$ cat src/rtl/cache_rd_arbiter.sv
// rtl/cache_rd_arbiter.sv - round-robin icache/dcache arbiter onto a single AXI read port
module cache_rd_arbiter #(
  parameter logic [3:0] ICACHE_ARID = 4'd0,
  parameter logic [3:0] DCACHE_ARID = 4'd1
) (
  input  logic         clk,
  input  logic         resetn,
  input  logic         i_rd_req,
  input  logic         i_rd_type,
  input  logic [31:0]  i_rd_addr,
  output logic         i_rd_rdy,
  output logic         i_ret_valid,
  output logic [255:0] i_ret_data,
  input  logic         d_rd_req,
  input  logic         d_rd_type,
  input  logic [31:0]  d_rd_addr,
  output logic         d_rd_rdy,
  output logic         d_ret_valid,
  output logic [255:0] d_ret_data,
  output logic [3:0]   arid,
  output logic [31:0]  araddr,
  output logic [7:0]   arlen,
  output logic [2:0]   arsize,
  output logic [1:0]   arburst,
  output logic         arvalid,
  input  logic         arready,
  input  logic [3:0]   rid,
  input  logic [31:0]  rdata,
  input  logic [1:0]   rresp,
  input  logic         rlast,
  input  logic         rvalid,
  output logic         rready
);

  typedef enum logic [3:0] {
    S_IDLE = 4'b0001,
    S_AR   = 4'b0010,
    S_R    = 4'b0100,
    S_RET  = 4'b1000
  } state_t;

  state_t         state, state_nxt;
  logic           owner;       // 0 = icache, 1 = dcache
  logic           line_type;
  logic [31:0]    addr_q;
  logic           last_grant;  // 0 = icache, 1 = dcache
  logic [2:0]     cnt;
  logic [255:0]   line_buf;
  logic           grant_i, grant_d;
  logic [255:0]   ret_data;

  // Completion is by beat count only, so these R-channel fields carry no information here.
  logic unused_ok;
  assign unused_ok = ^{rid, rresp, rlast};

  assign arid     = owner ? DCACHE_ARID : ICACHE_ARID;
  assign araddr   = addr_q;
  assign arlen    = line_type ? 8'd7 : 8'd0;
  assign arsize   = 3'b010;
  assign arburst  = 2'b01;
  assign ret_data = line_type ? line_buf : {224'b0, line_buf[31:0]};
  assign i_ret_data = ret_data;
  assign d_ret_data = ret_data;

  always_comb begin
    state_nxt   = state;
    grant_i     = 1'b0;
    grant_d     = 1'b0;
    i_rd_rdy    = 1'b0;
    d_rd_rdy    = 1'b0;
    arvalid     = 1'b0;
    rready      = 1'b0;
    i_ret_valid = 1'b0;
    d_ret_valid = 1'b0;
    unique case (state)
      S_IDLE: begin
        if (resetn) begin
          // On a tie the side that did not win last time goes first.
          grant_d = d_rd_req & (~i_rd_req | ~last_grant);
          grant_i = i_rd_req & ~grant_d;
        end
        i_rd_rdy = grant_i;
        d_rd_rdy = grant_d;
        if (grant_i | grant_d) state_nxt = S_AR;
      end
      S_AR: begin
        arvalid = 1'b1;
        if (arready) state_nxt = S_R;
      end
      S_R: begin
        rready = 1'b1;
        if (rvalid && cnt == arlen[2:0]) state_nxt = S_RET;
      end
      S_RET: begin
        i_ret_valid = ~owner;
        d_ret_valid = owner;
        state_nxt   = S_IDLE;
      end
      default: state_nxt = S_IDLE;
    endcase
  end

  always_ff @(posedge clk or negedge resetn) begin
    if (!resetn) begin
      state      <= S_IDLE;
      owner      <= 1'b0;
      line_type  <= 1'b0;
      addr_q     <= 32'd0;
      last_grant <= 1'b0;
      cnt        <= 3'd0;
      line_buf   <= 256'd0;
    end else begin
      state <= state_nxt;
      if (grant_i | grant_d) begin
        owner      <= grant_d;
        line_type  <= grant_d ? d_rd_type : i_rd_type;
        addr_q     <= grant_d ? d_rd_addr : i_rd_addr;
        last_grant <= grant_d;
        cnt        <= 3'd0;
      end
      if (state == S_R && rvalid) begin
        line_buf[{cnt, 5'd0} +: 32] <= rdata;
        cnt <= cnt + 3'd1;
      end
    end
  end

endmodule

$ cat config.mk
export PLATFORM = sky130hd
export DESIGN_NAME = cache_rd_arbiter
export DESIGN_NICKNAME = d
export VERILOG_FILES = /design/src/rtl/cache_rd_arbiter.sv
export SDC_FILE = /design/constraint.sdc
export NUM_CORES = 1
export LEC_CHECK = 0
export CAP_MARGIN = 20
export CELL_PAD_IN_SITES_DETAIL_PLACEMENT = 0
export CELL_PAD_IN_SITES_GLOBAL_PLACEMENT = 1
export CORE_AREA = 8 8 258 260
export CTS_CLUSTER_SIZE = 14
export DETAILED_ROUTE_END_ITERATION = 8
export DIE_AREA = 0 0 266 268
export PLACE_DENSITY = 0.68
export SLEW_MARGIN = 20
export SYNTH_ARGS = -nofsm -noshare
export SYNTH_HDL_FRONTEND = slang
export SYNTH_SLANG_ARGS = --single-unit
$ cat constraint.sdc
create_clock -name clk -period 3.5 [get_ports clk]
set_input_delay 0.525 -clock clk [delete_from_list [all_inputs] [get_ports clk]]
set_output_delay 0.525 -clock clk [all_outputs]
set_load 0.02 [all_outputs]
==> results.toml <==
[outcome]
status = "finished clean"

[clock_network]
root_buffer = "clkbuf_16"
cts.sink_count = 297
hold_buffers = 0
path_clk_slew_ns = 0.06
cts_buffers = 37
cts_resized = 0
post_cts_buffers = 0
htree_num_levels = 2
clk_path_buf_depth = 3
cts_tree = "built"
insertion_delay_ns = 0.54

[placement]
place_area_sq_um = 21500
numPortBuffers = 657
dp_hpwl_mm = 45.8
gp_routability_congestion = 0.758

[die]
num_rows = 92
coreArea_sq_um = 62400
ios = 678
dieArea_sq_um = 71300
start_util_pct = 25.9
fp.dieH_um = 268
die_w_um = 266

[layout]
syn_to_final_growth_pct = 40.7
drive_gt1_share_pct = 18.6
fin_nets = 1956
design_area_sq_um = 22700
layout_commonest_cell = "clkdlybuf4s50_1"
layout_common_cells = "656 x clkdlybuf4s50_1, 295 x dfrtp_1, 225 x and2_1"
n_fill_cell = 6283

[global_routing]
grtUsageMet1_pct = 18.7
antenna_found_initial = 0
gr-usage-met3_pct = 4.63
top_usage_layer = "met2"
grt_pass1_vias = 12607
grt_max_degree = 119
gr-usage-met2_pct = 28.5
grt_first_pass_wirelength_mm = 85.8
gr-total-overflow = 0
track_usage_pct = 15.9

[logic_synthesis]
synth_cells = 1481
ys_ff_latch = 297
synthMuxAreaShare_pct = 18.6
yosysWarnings = 0
synthAdderAreaFrac_pct = 0.543
synth_compound_area_share_pct = 2.30
postSynthAreaPerCell_sq_um = 10.9
synth_top_family_by_area = "multiplexers"
netlist.area_leader.share_pct = 45.9
synth_ff_type = "dfrtp_1"
yosys.area_share.simple_pct = 15.5
synth_seq_area_share_pct = 46.1
synth_edf_count = 0
synth_xor_xnor_area_share_pct = 0.0543
syn_area_sq_um = 16100
synthTopCellsByArea = "dfrtp_1 46%, mux2_2 15%, buf_4 14%"
yosysTopAreaCell = "dfrtp_1"
async_reset_ff_share_pct = 100
ys_types = 40

[critical_path]
regToRegStartpoint = "cnt[0]"
r2r-end = "line_buf[7]"
worstPathArrival_ns = 2.61
crit_type = "reg -> out"
cp_max_fo = 98
r2r_slack_ns = 0.64
crit_chain = "buf_12 > and2_1 > clkdlybuf4s50_1"
cp.required_ns = 2.97
crit_family = "buffers and inverters"
critPathBufInv = 2
startpoint_type = "flip-flop"
endpoint_kind = "output pin"
cpPeakStageDelay_ns = 0.68
r2r_cells = 7
worst_path_max_delay_cell = "clkdlybuf4s50_1"

[drt]
drc = 0
vias = 11560
wl_per_cell_um = 22.1
drtIter0Drc = 508
vias_per_cell = 4.27
routed_wl_mm = 59.9
ant_nets = 0
drt-pass1-iter-count = 6

[timing]
fin_tns_setup_ns = 0
period_share_pct = 89.6
fmax_ghz = 0.319
worst_pin_slew_ns = 0.746
hold_slack_ns = 0.155
slew_violations = 0
hold_viol_final = 0
period_minus_slack_ns = 3.14
rsz0062_at_grt = "no"
worst_slew_margin_rel_pct = 50.3
setup_viol = 0
clock_skew_ns = 0.0205

[worst_hold_path]
hold_path.class = "in -> async"

[flow_run]
maxCapViolCount = 0

[pwr]
vdd_drop_max_uv = 325
pwr_density_cell_nw_per_um2 = 524
p_leak_uw = 0.00989
state kept, by name, summed over array words and instances (netlist names):
register and flops:
cnt 3, araddr 32, last_grant 1, state 4, line_type 1, line_buf 256
power by group:
group | leakage [uW] | internal [uW] | switching, uW | total [uW]
Sequential | 0.00398 | 3830 | 356 | 4190
Clock | 0.000593 | 2370 | 1540 | 3910
Combinational | 0.00532 | 1680 | 2130 | 3810
stage by stage:
step / std cells / setup WS [ns] / util [%] / total power [uW]
finish: 2710 / 0.365 / 36.4 / 11900
global route: 2709 / 0.210 / 36.4 / 12500
CTS: 2709 / 0.262 / 36.4 / 12200
detailed placement: 2645 / 0.589 / 34.4 / 8140
global placement: 2645 / 0.643 / 34.4 / 8110
floorplan: 1492 / 1.01 / - / 6540
Yosys cell counts, drive strengths merged, types with 7 or more instances:
library cell and instances:
a21oi 19, nand2b 35, a22oi 20, nor2 176, clkbuf 53, inv 14, ha 7, mux2 251
and2 225, o22ai 14, buf 329, dfrtp 296, nand2 7
cells by family after synthesis:
family,Yosys count
AO/OA/AOI/OAI,59
other,2
multiplexers,257
AND/OR/NAND/NOR,462
flip-flops,297
adder cells (fa/ha/maj),7
XOR/XNOR,1
buffers and inverters,396
metal layers:
layer	routed length (um)	vias to the layer above
li1	-	5239
met1	24200	5818
met2	30200	442
met3	4330	61
met4	1110	0
met5	0	-
final cells by class:
class	instances	area, sq um	area share, %
antenna	1	2.50	0.0110
clock buffer	49	1030	4.55
clock inverter	15	186	0.821
inverter	14	52.6	0.231
multi-input combinational	799	6050	26.6
sequential	297	7440	32.7
tap	846	1060	4.66
timing repair buffer	689	6890	30.3
worst max-delay path by stage:
stage | slack (ns) | from | end | cells after the start
2_1_floorplan | 1.01 | cnt[0] | line_buf[136] | 8
3_3_place_gp | 0.64 | cnt[0] | line_buf[0] | 7
3_5_place_dp | 0.59 | cnt[0] | line_buf[30] | 7
4_1_cts | 0.26 | line_type | d_ret_data[102] | 3
5_1_grt | 0.21 | line_type | i_ret_data[243] | 3
6_report | 0.36 | line_type | i_ret_data[243] | 3
worst reg2reg max path, delay by kind of cell, from the launching register on:
kind / cells / cell delay, ns
muxes: 1 / 0.36
DFF: 1 / 0.56
adders and majority gates: 2 / 0.66
and+or+nand+nor: 2 / 0.60
buffers and inverters: 2 / 0.57
Note: power is estimated with default switching activity, not from simulation.
